===== config.mk =====
export PLATFORM = sky130hd
export DESIGN_NAME = pipeline_hazard_unit
export DESIGN_NICKNAME = d
export VERILOG_FILES = /design/src/rtl/pipeline_pkg.sv /design/src/rtl/pipeline_hazard_unit_fwd_detect.sv /design/src/rtl/pipeline_hazard_unit.sv
export SDC_FILE = /design/constraint.sdc
export NUM_CORES = 1
export LEC_CHECK = 0
export CAP_MARGIN = 20
export CORE_UTILIZATION = 56
export CTS_BUF_LIST = sky130_fd_sc_hd__clkbuf_16
export DETAILED_ROUTE_END_ITERATION = 8
export DONT_BUFFER_PORTS = 1
export PLACE_DENSITY_LB_ADDON = 0.05
export SYNTH_ARGS = -nofsm -noshare
export SYNTH_HDL_FRONTEND = slang
export SYNTH_SLANG_ARGS = --single-unit

===== constraint.sdc =====
create_clock -name clk -period 3 [get_ports clk]
set_clock_uncertainty 0.15 [all_clocks]
set_input_delay 0.9 -clock clk [delete_from_list [all_inputs] [get_ports clk]]
set_output_delay 0.9 -clock clk [all_outputs]
set_load 0.01 [all_outputs]

===== src/rtl/pipeline_pkg.sv =====
// Shared types and constants for the pipeline hazard/flush controller.
package pipeline_pkg;

    // Controller modes: normal checking, RAW stall, and the three counted bubble windows.
    typedef enum logic [2:0] {
        CHECK = 3'd0,
        STALL = 3'd1,
        FLUSH = 3'd2,
        INT   = 3'd3,
        RST   = 3'd4
    } hazard_state_t;

    // Decoder instruction-type codes that redirect the PC.
    localparam logic [3:0] INSTR_CALL = 4'h6;
    localparam logic [3:0] INSTR_RET0 = 4'h7;
    localparam logic [3:0] INSTR_RET1 = 4'h8;
    localparam logic [3:0] INSTR_RET2 = 4'h9;

    // PC source selections owned by the hazard unit.
    localparam logic [2:0] PCSEL_MISS = 3'h3;
    localparam logic [2:0] PCSEL_PRED = 3'h4;

    // Operand source selections for the forwarding muxes.
    localparam logic [1:0] FWD_RF = 2'd0;
    localparam logic [1:0] FWD_EX = 2'd1;
    localparam logic [1:0] FWD_WB = 2'd2;

    // True for any of the return variants.
    function automatic logic is_return(input logic [3:0] itype);
        return (itype == INSTR_RET0) || (itype == INSTR_RET1) || (itype == INSTR_RET2);
    endfunction

endpackage


===== src/rtl/pipeline_hazard_unit_fwd_detect.sv =====
// Per-operand RAW comparators against the EX and WB destinations, plus the
// forwarding selection each operand should use (EX result wins over WB).
module hazard_fwd_detect
    import pipeline_pkg::*;
#(
    parameter int REG_AW  = 5,
    parameter int NUM_SRC = 2,
    parameter int FWD_EN  = 1
) (
    input  logic [NUM_SRC*REG_AW-1:0] src_addr,
    input  logic [NUM_SRC-1:0]        src_rd,
    input  logic [REG_AW-1:0]         ex_addr,
    input  logic                      ex_wen,
    input  logic [REG_AW-1:0]         wb_addr,
    input  logic                      wb_wen,
    output logic [NUM_SRC-1:0]        hit_ex,
    output logic [NUM_SRC-1:0]        hit_wb,
    output logic [2*NUM_SRC-1:0]      fwd_sel
);

    for (genvar i = 0; i < NUM_SRC; i++) begin : g_src
        assign hit_ex[i] = src_rd[i] & ex_wen & (src_addr[i*REG_AW +: REG_AW] == ex_addr);
        assign hit_wb[i] = src_rd[i] & wb_wen & (src_addr[i*REG_AW +: REG_AW] == wb_addr);

        // Without forwarding hardware every operand always comes from the regfile.
        assign fwd_sel[2*i +: 2] = (FWD_EN == 0) ? FWD_RF :
                                   hit_ex[i]     ? FWD_EX :
                                   hit_wb[i]     ? FWD_WB : FWD_RF;
    end

endmodule


===== src/rtl/pipeline_hazard_unit.sv =====
// Hazard/flush controller between decode and fetch/PC: resolves RAW hazards by
// forwarding or stalling and inserts counted bubble windows after redirects.
module pipeline_hazard_unit
    import pipeline_pkg::*;
#(
    parameter int REG_AW      = 5,
    parameter int NUM_SRC     = 2,
    parameter int FLUSH_DEPTH = 2,
    parameter int INT_DEPTH   = 3,
    parameter int RST_DEPTH   = 2,
    parameter int FWD_EN      = 1
) (
    input  logic                      clk,
    input  logic                      reset,
    input  logic [NUM_SRC*REG_AW-1:0] src_addr,
    input  logic [NUM_SRC-1:0]        src_rd,
    input  logic [REG_AW-1:0]         ex_addr,
    input  logic                      ex_wen,
    input  logic                      ex_is_load,
    input  logic [REG_AW-1:0]         wb_addr,
    input  logic                      wb_wen,
    input  logic [3:0]                instr_type,
    input  logic [1:0]                instr_pc_mux_sel,
    input  logic                      branch_miss,
    input  logic                      pred_taken,
    input  logic                      interrupt,
    input  logic                      int_en,
    output logic [2*NUM_SRC-1:0]      fwd_sel,
    output logic                      fetch_stall,
    output logic                      imem_addr_hold,
    output logic                      dec_nop,
    output logic                      dec_int,
    output logic                      pc_inc,
    output logic                      pc_load,
    output logic                      pc_reset,
    output logic [2:0]                pc_mux_sel
);

    localparam int MAX_DEPTH = (FLUSH_DEPTH > INT_DEPTH) ?
                               ((FLUSH_DEPTH > RST_DEPTH) ? FLUSH_DEPTH : RST_DEPTH) :
                               ((INT_DEPTH > RST_DEPTH) ? INT_DEPTH : RST_DEPTH);
    localparam int CNT_W = $clog2(MAX_DEPTH) + 1;

    hazard_state_t     state;
    hazard_state_t     state_nxt;
    logic [CNT_W-1:0]  cnt;
    logic [CNT_W-1:0]  cnt_nxt;

    logic [NUM_SRC-1:0]   hit_ex;
    logic [NUM_SRC-1:0]   hit_wb;
    logic [2*NUM_SRC-1:0] fwd_sel_det;
    logic                 raw_stall;
    logic                 stall_hz;
    logic                 is_call;
    logic                 is_ret;

    hazard_fwd_detect #(
        .REG_AW  (REG_AW),
        .NUM_SRC (NUM_SRC),
        .FWD_EN  (FWD_EN)
    ) u_fwd_detect (
        .src_addr (src_addr),
        .src_rd   (src_rd),
        .ex_addr  (ex_addr),
        .ex_wen   (ex_wen),
        .wb_addr  (wb_addr),
        .wb_wen   (wb_wen),
        .hit_ex   (hit_ex),
        .hit_wb   (hit_wb),
        .fwd_sel  (fwd_sel_det)
    );

    // With forwarding only a load in EX cannot be bypassed; without it any RAW stalls.
    assign raw_stall = (FWD_EN != 0) ? |(hit_ex & {NUM_SRC{ex_is_load}})
                                     : |(hit_ex | hit_wb);

    // After the single load-use bubble the load has moved to WB and is forwarded
    // from there, so the STALL cycle must not re-stall when forwarding is present.
    assign stall_hz = raw_stall & ~((state == STALL) && (FWD_EN != 0));

    assign is_call = (instr_type == INSTR_CALL);
    assign is_ret  = is_return(instr_type);

    // State and bubble counter; reset always parks the controller in the reset window.
    always_ff @(posedge clk) begin
        if (reset) begin
            state <= RST;
            cnt   <= CNT_W'(RST_DEPTH);
        end else begin
            state <= state_nxt;
            cnt   <= cnt_nxt;
        end
    end

    // Next-state selection and all control outputs except the derived PC strobes.
    always_comb begin
        state_nxt   = state;
        cnt_nxt     = cnt;
        fetch_stall = 1'b0;
        dec_nop     = 1'b0;
        dec_int     = 1'b0;
        pc_load     = 1'b0;
        pc_mux_sel  = {1'b0, instr_pc_mux_sel};
        fwd_sel     = fwd_sel_det;

        if (reset) begin
            state_nxt  = RST;
            cnt_nxt    = CNT_W'(RST_DEPTH);
            dec_nop    = 1'b1;
            fwd_sel    = '0;
            pc_mux_sel = '0;
        end else begin
            case (state)
                CHECK, STALL: begin
                    if (interrupt && int_en) begin
                        dec_int   = 1'b1;
                        pc_load   = 1'b1;
                        state_nxt = INT;
                        cnt_nxt   = CNT_W'(INT_DEPTH);
                    end else if (stall_hz) begin
                        fetch_stall = 1'b1;
                        dec_nop     = 1'b1;
                        state_nxt   = STALL;
                    end else if (branch_miss) begin
                        pc_mux_sel = PCSEL_MISS;
                        pc_load    = 1'b1;
                        dec_nop    = 1'b1;
                        state_nxt  = FLUSH;
                        cnt_nxt    = CNT_W'(FLUSH_DEPTH);
                    end else if (is_call || is_ret) begin
                        pc_load     = 1'b1;
                        dec_nop     = 1'b1;
                        fetch_stall = is_ret;
                        state_nxt   = FLUSH;
                        cnt_nxt     = CNT_W'(FLUSH_DEPTH);
                    end else if (pred_taken) begin
                        pc_mux_sel  = PCSEL_PRED;
                        pc_load     = 1'b1;
                        fetch_stall = 1'b1;
                        state_nxt   = FLUSH;
                        cnt_nxt     = CNT_W'(1);
                    end else begin
                        state_nxt = CHECK;
                    end
                end
                FLUSH, INT, RST: begin
                    dec_nop = 1'b1;
                    if (branch_miss) begin
                        pc_mux_sel = PCSEL_MISS;
                        pc_load    = 1'b1;
                        state_nxt  = FLUSH;
                        cnt_nxt    = CNT_W'(FLUSH_DEPTH);
                    end else if (cnt <= CNT_W'(1)) begin
                        state_nxt = CHECK;
                    end else begin
                        cnt_nxt = cnt - CNT_W'(1);
                    end
                end
                default: begin
                    state_nxt = CHECK;
                end
            endcase
        end
    end

    assign imem_addr_hold = fetch_stall;
    assign pc_inc         = ~reset & ~pc_load & ~fetch_stall;
    assign pc_reset       = reset;

endmodule


Word-level counts from Yosys, hierarchy flattened
Cells that the tools add are included.
W data, S select, Z words.
- output and inout port bits: 14
- input bits: 37
- bits in registers: 6
- word-level logic and storage cells: 98
- add/subtract/negate cells: 1
- bitwise logic cells: 16
- equality and inequality tests: 16
- reduce and logical (&&, ||, !) cells: 10
- order comparisons: 1
- mux-type cells: 52
- operator list (cell ; count):
    $mux W3 ; 15
    $mux W1 ; 21
    $eq A5 B5 Y1 ; 4
    $mux W2 ; 10
    $pmux W3 S2 ; 3
    $and A1 B1 Y1 ; 11
    $ne A3 B3 Y1 const B ; 3
    $eq A4 B3 Y1 const B ; 2
    $eq A4 B4 Y1 const B ; 2
    $eq A3 B2 Y1 const B ; 2
    $ne A5 B5 Y1 const B ; 1
    $mux W4 ; 1
    $not A1 Y1 ; 4
    $pmux W1 S2 ; 2
    $reduce_and A4 Y1 ; 1
    $reduce_or A2 Y1 ; 2
    $eq A3 B1 Y1 const B ; 1
    $eq A3 B3 Y1 const B ; 1
    $le A3 B1 Y1 const B ; 1
    $logic_not A3 Y1 ; 1
    $logic_or A1 B1 Y1 ; 3
    $reduce_or A3 Y1 ; 1
    $sub A3 B1 Y3 const B ; 1
    $and A2 B2 Y2 ; 1
    2 further kinds ; 2

Logic depth before layout (Yosys ltp)
- word-level depth: 13
- gate-level depth with buffers: 7
- gate-level depth less buffers: 7

Modules after synthesis
A second synthesis with hierarchy kept.
- cells, all modules: 120
- area, all modules: 952.2 um^2
- modules (own cells, without submodules) (module ; times used ; cells each ; area each (um^2) ; seq. area each (um^2)):
    pipeline_hazard_unit ; 1 ; 84 ; 656.9 ; 120.1
    hazard_fwd_detect ; 1 ; 36 ; 295.3 ; 0.0

Worst setup path after synthesis
No wires, ideal clock.
- path kind: input port to output port
- start: in ex_addr[4]
- end: out imem_addr_hold
- setup slack: -0.247 ns
- cell stages on the path: 6
- buffers on the path: 1
- data required time: 1.950 ns
- data arrival time: 2.197 ns
- path through: xor2_1 > nor4_4 > nand3_1 > a31oi_1 > nor2b_1 > buf_4
- longest elaborated chain between the ends: 9
- elaborated cells on any way between the ends: 11
- classes of those cells: eq/ne (2); mux (4); bitwise (4); reduce/logical (1)
- ends and longest elaborated chain (what ; line ; text):
    start: declaration ; pipeline_hazard_unit.sv:17 ; input logic [REG_AW-1:0] ex_addr,
    $eq A5 B5 Y1 ; pipeline_hazard_unit_fwd_detect.sv:22 ; assign hit_ex[i] = src_rd[i] & ex_wen & (src_addr[i*REG_AW +: REG_AW] == ex_addr);
    $and A1 B1 Y1 ; pipeline_hazard_unit_fwd_detect.sv:22 ;
    $and A2 B2 Y2 (*) ; pipeline_hazard_unit.sv:74 ; assign raw_stall = (FWD_EN != 0) ? |(hit_ex & {NUM_SRC{ex_is_load}})
    $reduce_or A2 Y1 (*) ; pipeline_hazard_unit.sv:74 ;
    $and A1 B1 Y1 (*) ; pipeline_hazard_unit.sv:79 ; assign stall_hz = raw_stall & ~((state == STALL) && (FWD_EN != 0));
    $mux W1 (*) ; pipeline_hazard_unit.sv:120 ; end else if (stall_hz) begin
    $mux W1 (*) ; pipeline_hazard_unit.sv:115 ; if (interrupt && int_en) begin
    $mux W1 (*) ; pipeline_hazard_unit.sv:113 ; case (state)
    $mux W1 (*) ; pipeline_hazard_unit.sv:106 ; if (reset) begin
    end: declaration ; pipeline_hazard_unit.sv:30 ; output logic imem_addr_hold,
Every way passes the cells marked *; elsewhere a longest branch is shown, timed or not.

Worst setup path after layout
- start: in src_addr[3]
- end: out pc_mux_sel[1]
- longest elaborated chain between the ends: 9
- ends and longest elaborated chain (what ; line ; text):
    start: declaration ; pipeline_hazard_unit.sv:15 ; input logic [NUM_SRC*REG_AW-1:0] src_addr,
    $eq A5 B5 Y1 ; pipeline_hazard_unit_fwd_detect.sv:22 ;
    $and A1 B1 Y1 ; pipeline_hazard_unit_fwd_detect.sv:22 ;
    $and A2 B2 Y2 ; pipeline_hazard_unit.sv:74 ;
    $reduce_or A2 Y1 ; pipeline_hazard_unit.sv:74 ;
    $and A1 B1 Y1 ; pipeline_hazard_unit.sv:79 ;
    $mux W3 ; pipeline_hazard_unit.sv:120 ;
    $mux W3 ; pipeline_hazard_unit.sv:115 ;
    $pmux W3 S2 ; pipeline_hazard_unit.sv:113 ;
    $mux W3 ; pipeline_hazard_unit.sv:106 ;
    end: declaration ; pipeline_hazard_unit.sv:36 ; output logic [2:0] pc_mux_sel
Every way passes these cells.

==> metrics.yaml <==
critical_path:
  worstPathArrival_ns: 2.09
  critical_path.endpoint_type: "output port"
  critPathLaunchType: "primary input"
  worst_r2r_path_depth: 7
  timing.rr.end: "cnt[0]$_SDFFE_PP0P_"
  crit-reg2reg-launch: "cnt[1]$_SDFFE_PP1P_"
  worstPathRequired_ns: 1.95
  regToRegSetupSlack_ns: 1.21
  worst-path-max-fanout: 5
  critical_path_class: "primary input to output port"
global_route:
  grt.total_usage_pct: 28.50
  grt_pass1_wl_mm: 4.043
  grt_max_degree: 20
  grt_pass1_vias: 942
  overflow: 0
  antenna_found_initial: 0
min_path:
  min_delay_worst_endpoint: "state[0]$_SDFFE_PP0P_"
  whs_path_depth: 2
  hp-start: "state[0]$_SDFFE_PP0P_"
  holdCritPathClass: "flop to flop"
drt:
  topRoutingLayerUsed: "met4"
  dr_total_vias: 1054
  met1_length_mm: 1.031
  remaining_routing_drc_violations: 0
  remaining_antenna_violation_count: 0
  met3_length_um: 225
  dr_wl_met2_mm: 1.391
  routed_wirelength_mm: 2.711
  number_of_detailed_routing_iterations_run_before_antenna_repair: 4
  dr.first_iter.drc_count: 28
  drt-vias-per-instance: 6.629
  drt-wirelength-per-cell_um: 17.05
clock_network:
  clk_path_buf_depth: 2
  cts_max_level: 1
  hold_buffers: 0
  clock_root_buffer: "clkbuf_16"
  cts_buffer_count: 3
  tritoncts: "built"
  cts_num_sinks: 6
  clkTransAtPathRegs_ns: 0.03
  clkLatencyLatePin_ns: 0.23
outcome:
  status: "finished, violations left"
  failed_checks: "negative setup slack"
final_layout:
  final_cell_count_no_fill: 159
  area.growth.synth_to_final_pct: 33.64
  nNetsFinal: 184
  layout-drive-gt1-share_pct: 30.77
  number_of_fill_cells: 106
  diodes: 0
  post-route-cell-area_um2: 1277
synthesis:
  synthesis.instances: 130
  ys_ff_latch: 6
  synth_enable_flop_cells: 0
  async_reset_ff_share_pct: 0
  post_synthesis_mux_area_share_pct: 3.665
  synth_ff_type: "dfxtp_1"
  synthAdderAreaFrac_pct: 2.618
  yosys.area_share.simple_pct: 33.64
  yosys_warnings: 0
  mappedNetlistNets: 169
  mappedNetlistArea_um2: 955.9
  synth_area_per_cell_um2: 7.353
  yosysUniqueCellTypes: 42
  share_of_the_synthesized_netlist_area_taken_by_xor_and_xnor_gates_pct: 18.32
  synth_compound_gate_area_share_pct: 24.08
  sequential_element_share_of_the_synthesized_area_pct: 12.57
  combinational_family_with_the_most_area_after_synthesis: "simple AND/OR/NAND/NOR gates"
floorplan:
  number_of_cell_rows: 14
  die_area_um2: 1876
  design.portCount: 51
  dieWidth_um: 43.32
  starting_density_of_the_core_pct: 62.01
  core_um2: 1541
  floorplan.die.height_um: 43.32
sta:
  relSlewSlack_pct: 65.99
  grt_setup_unrepaired: "yes"
  worstMarginPinSlew_ns: 0.4959
  slew_violations: 0
  period_needed_ns: 3.143
  fin_tns_setup_ns: -0.8123
  timing.final.hold_violations: 0
  layout_worst_path_cycle_share_pct: 104.8
  finalWorstSetupSlack_ns: -0.1431
  achievable-frequency_mhz: 318.2
  setup-violations-final: 8
place:
  postPlaceCellArea_um2: 1066
  place.gp.congestion: 0.9007
  port_buffers: 0
  dp_hpwl_mm: 1.920
  place_inst: 153
power:
  seq_power_share_pct: 20.0
  combPwrFrac_pct: 36.6
  internal_power_w: 0.0003485
  power.density_nw_per_um2: 391.6
  peakVddDrop_mv: 0.2511
  leakage_nw: 0.5022
  total_switching_power_w: 0.0001517
  clock_power_share_pct: 43.4
  power.switching_fraction_pct: 30.33
  post-layout-total-power_w: 0.0005002
job:
  drv_cap: 0
==> final cells by class <==
class	count	area [um2]	share of cell area, %
inverters	6	22.52	1.763
repair buffers	15	112.6	8.815
multi-input cells	113	927.1	72.58
flip-flops and latches	6	120.1	9.402
clock buffers	3	75.07	5.877
well taps	16	20.02	1.567
==> through the flow <==
step | util, % | worst slack, ns | hold WS [ns]
4_1_cts | 78.17 | -0.1235 | 0.3449
2_1_floorplan | - | -0.1178 | 0.3195
3_3_place_gp | 69.16 | -0.1353 | 0.3333
6_report | 82.87 | -0.1431 | 0.3450
3_5_place_dp | 69.16 | -0.1620 | 0.3412
5_1_grt | 82.87 | -0.1649 | 0.3637
==> worst max path at each step <==
stage               slack [ns]         from        endpoint  depth (start not counted)
global placement         -0.14   ex_addr[3]         pc_load                          5
global route             -0.16   ex_addr[2]     fetch_stall                          5
finish                   -0.14  src_addr[3]   pc_mux_sel[1]                          6
floorplan                -0.12  src_addr[2]  imem_addr_hold                          6
CTS                      -0.12   ex_addr[2]  imem_addr_hold                          5
detailed placement       -0.16   ex_addr[3]         pc_load                          5
==> worst max-delay path: stages <==
cell,delay [ns]
xor2_1,0.18
nor2_1,0.09
buf_4,0.16
a22oi_2,0.26
o2111ai_2,0.17
a31oi_1,0.34
==> layout by cell type (no fill, tap or decap), drive strengths merged, types with 2 or more instances in the layout <==
cell type,instances
nor2,11
nand3,5
nor4,4
nand4,3
o21ai,7
o31ai,4
a21o,2
nor3,6
inv,6
a31oi,4
and3,3
xor2,17
buf,15
clkbuf,3
mux2i,2
ha,2
a21oi,6
xnor2,3
dfxtp,6
nor2b,5
nand2,11
or3,2
==> kinds of logic after synthesis <==
logic type | Yosys count
AND/OR/NAND/NOR | 56
AO/OA/AOI/OAI | 32
XOR/XNOR | 20
buffers and inverters | 11
flip-flops | 6
multiplexers | 3
adder cells (fa/ha/maj) | 2
==> registers in the layout, summed over array words and instances, names as in the netlist <==
register,count
cnt,3
state,3
==> power by group through the flow <==
stage	Combinational [W]	Clock [W]	Sequential [W]
after CTS	0.000172	0.000218	0.000100
after detailed placement	0.000162	0	0.000101
after global routing	0.000199	0.000221	0.000102
after global placement	0.000160	0	0.000100
final	0.000183	0.000217	0.000100
after floorplan	0.000133	0	0.0000986
==> Yosys cell counts, types with 2 or more instances <==
cell type / n / area (um2)
xor2_1: 17 / 148.9
mux2i_1: 2 / 20.02
inv_1: 6 / 22.52
nor2_1: 11 / 41.29
xnor2_1: 3 / 26.28
o31ai_1: 3 / 22.52
a21oi_1: 6 / 30.03
o21ai_1: 2 / 10.01
nand4_1: 3 / 18.77
dfxtp_1: 6 / 120.1
clkbuf_1: 3 / 11.26
nor2b_1: 5 / 31.28
o21ai_0: 5 / 25.02
or3_1: 2 / 12.51
nand3_1: 5 / 25.02
nor4_4: 2 / 42.54
ha_1: 2 / 25.02
a21o_1: 2 / 15.01
nor4_1: 2 / 12.51
buf_4: 2 / 15.01
a31oi_1: 4 / 25.02
and3_1: 2 / 12.51
nor3_1: 6 / 30.03
nand2_1: 11 / 41.29
==> what timing repair did <==
action                     4_1_cts  5_1_grt
setup endpoints to repair        8        9
pin swaps                        6        5
hold endpoints to repair         0        0
resized for setup                8       12
buffers inserted                 2        1
gates cloned                     0        0
==> layer usage <==
layer / up-vias / global-route usage (%)
li1: 491 / -
met1: 482 / 36.34
met2: 72 / 48.36
met3: 9 / 3.404
met4: 0 / 11.52
met5: - / 0
No activity file was read; power rests on OpenSTA's default activity.
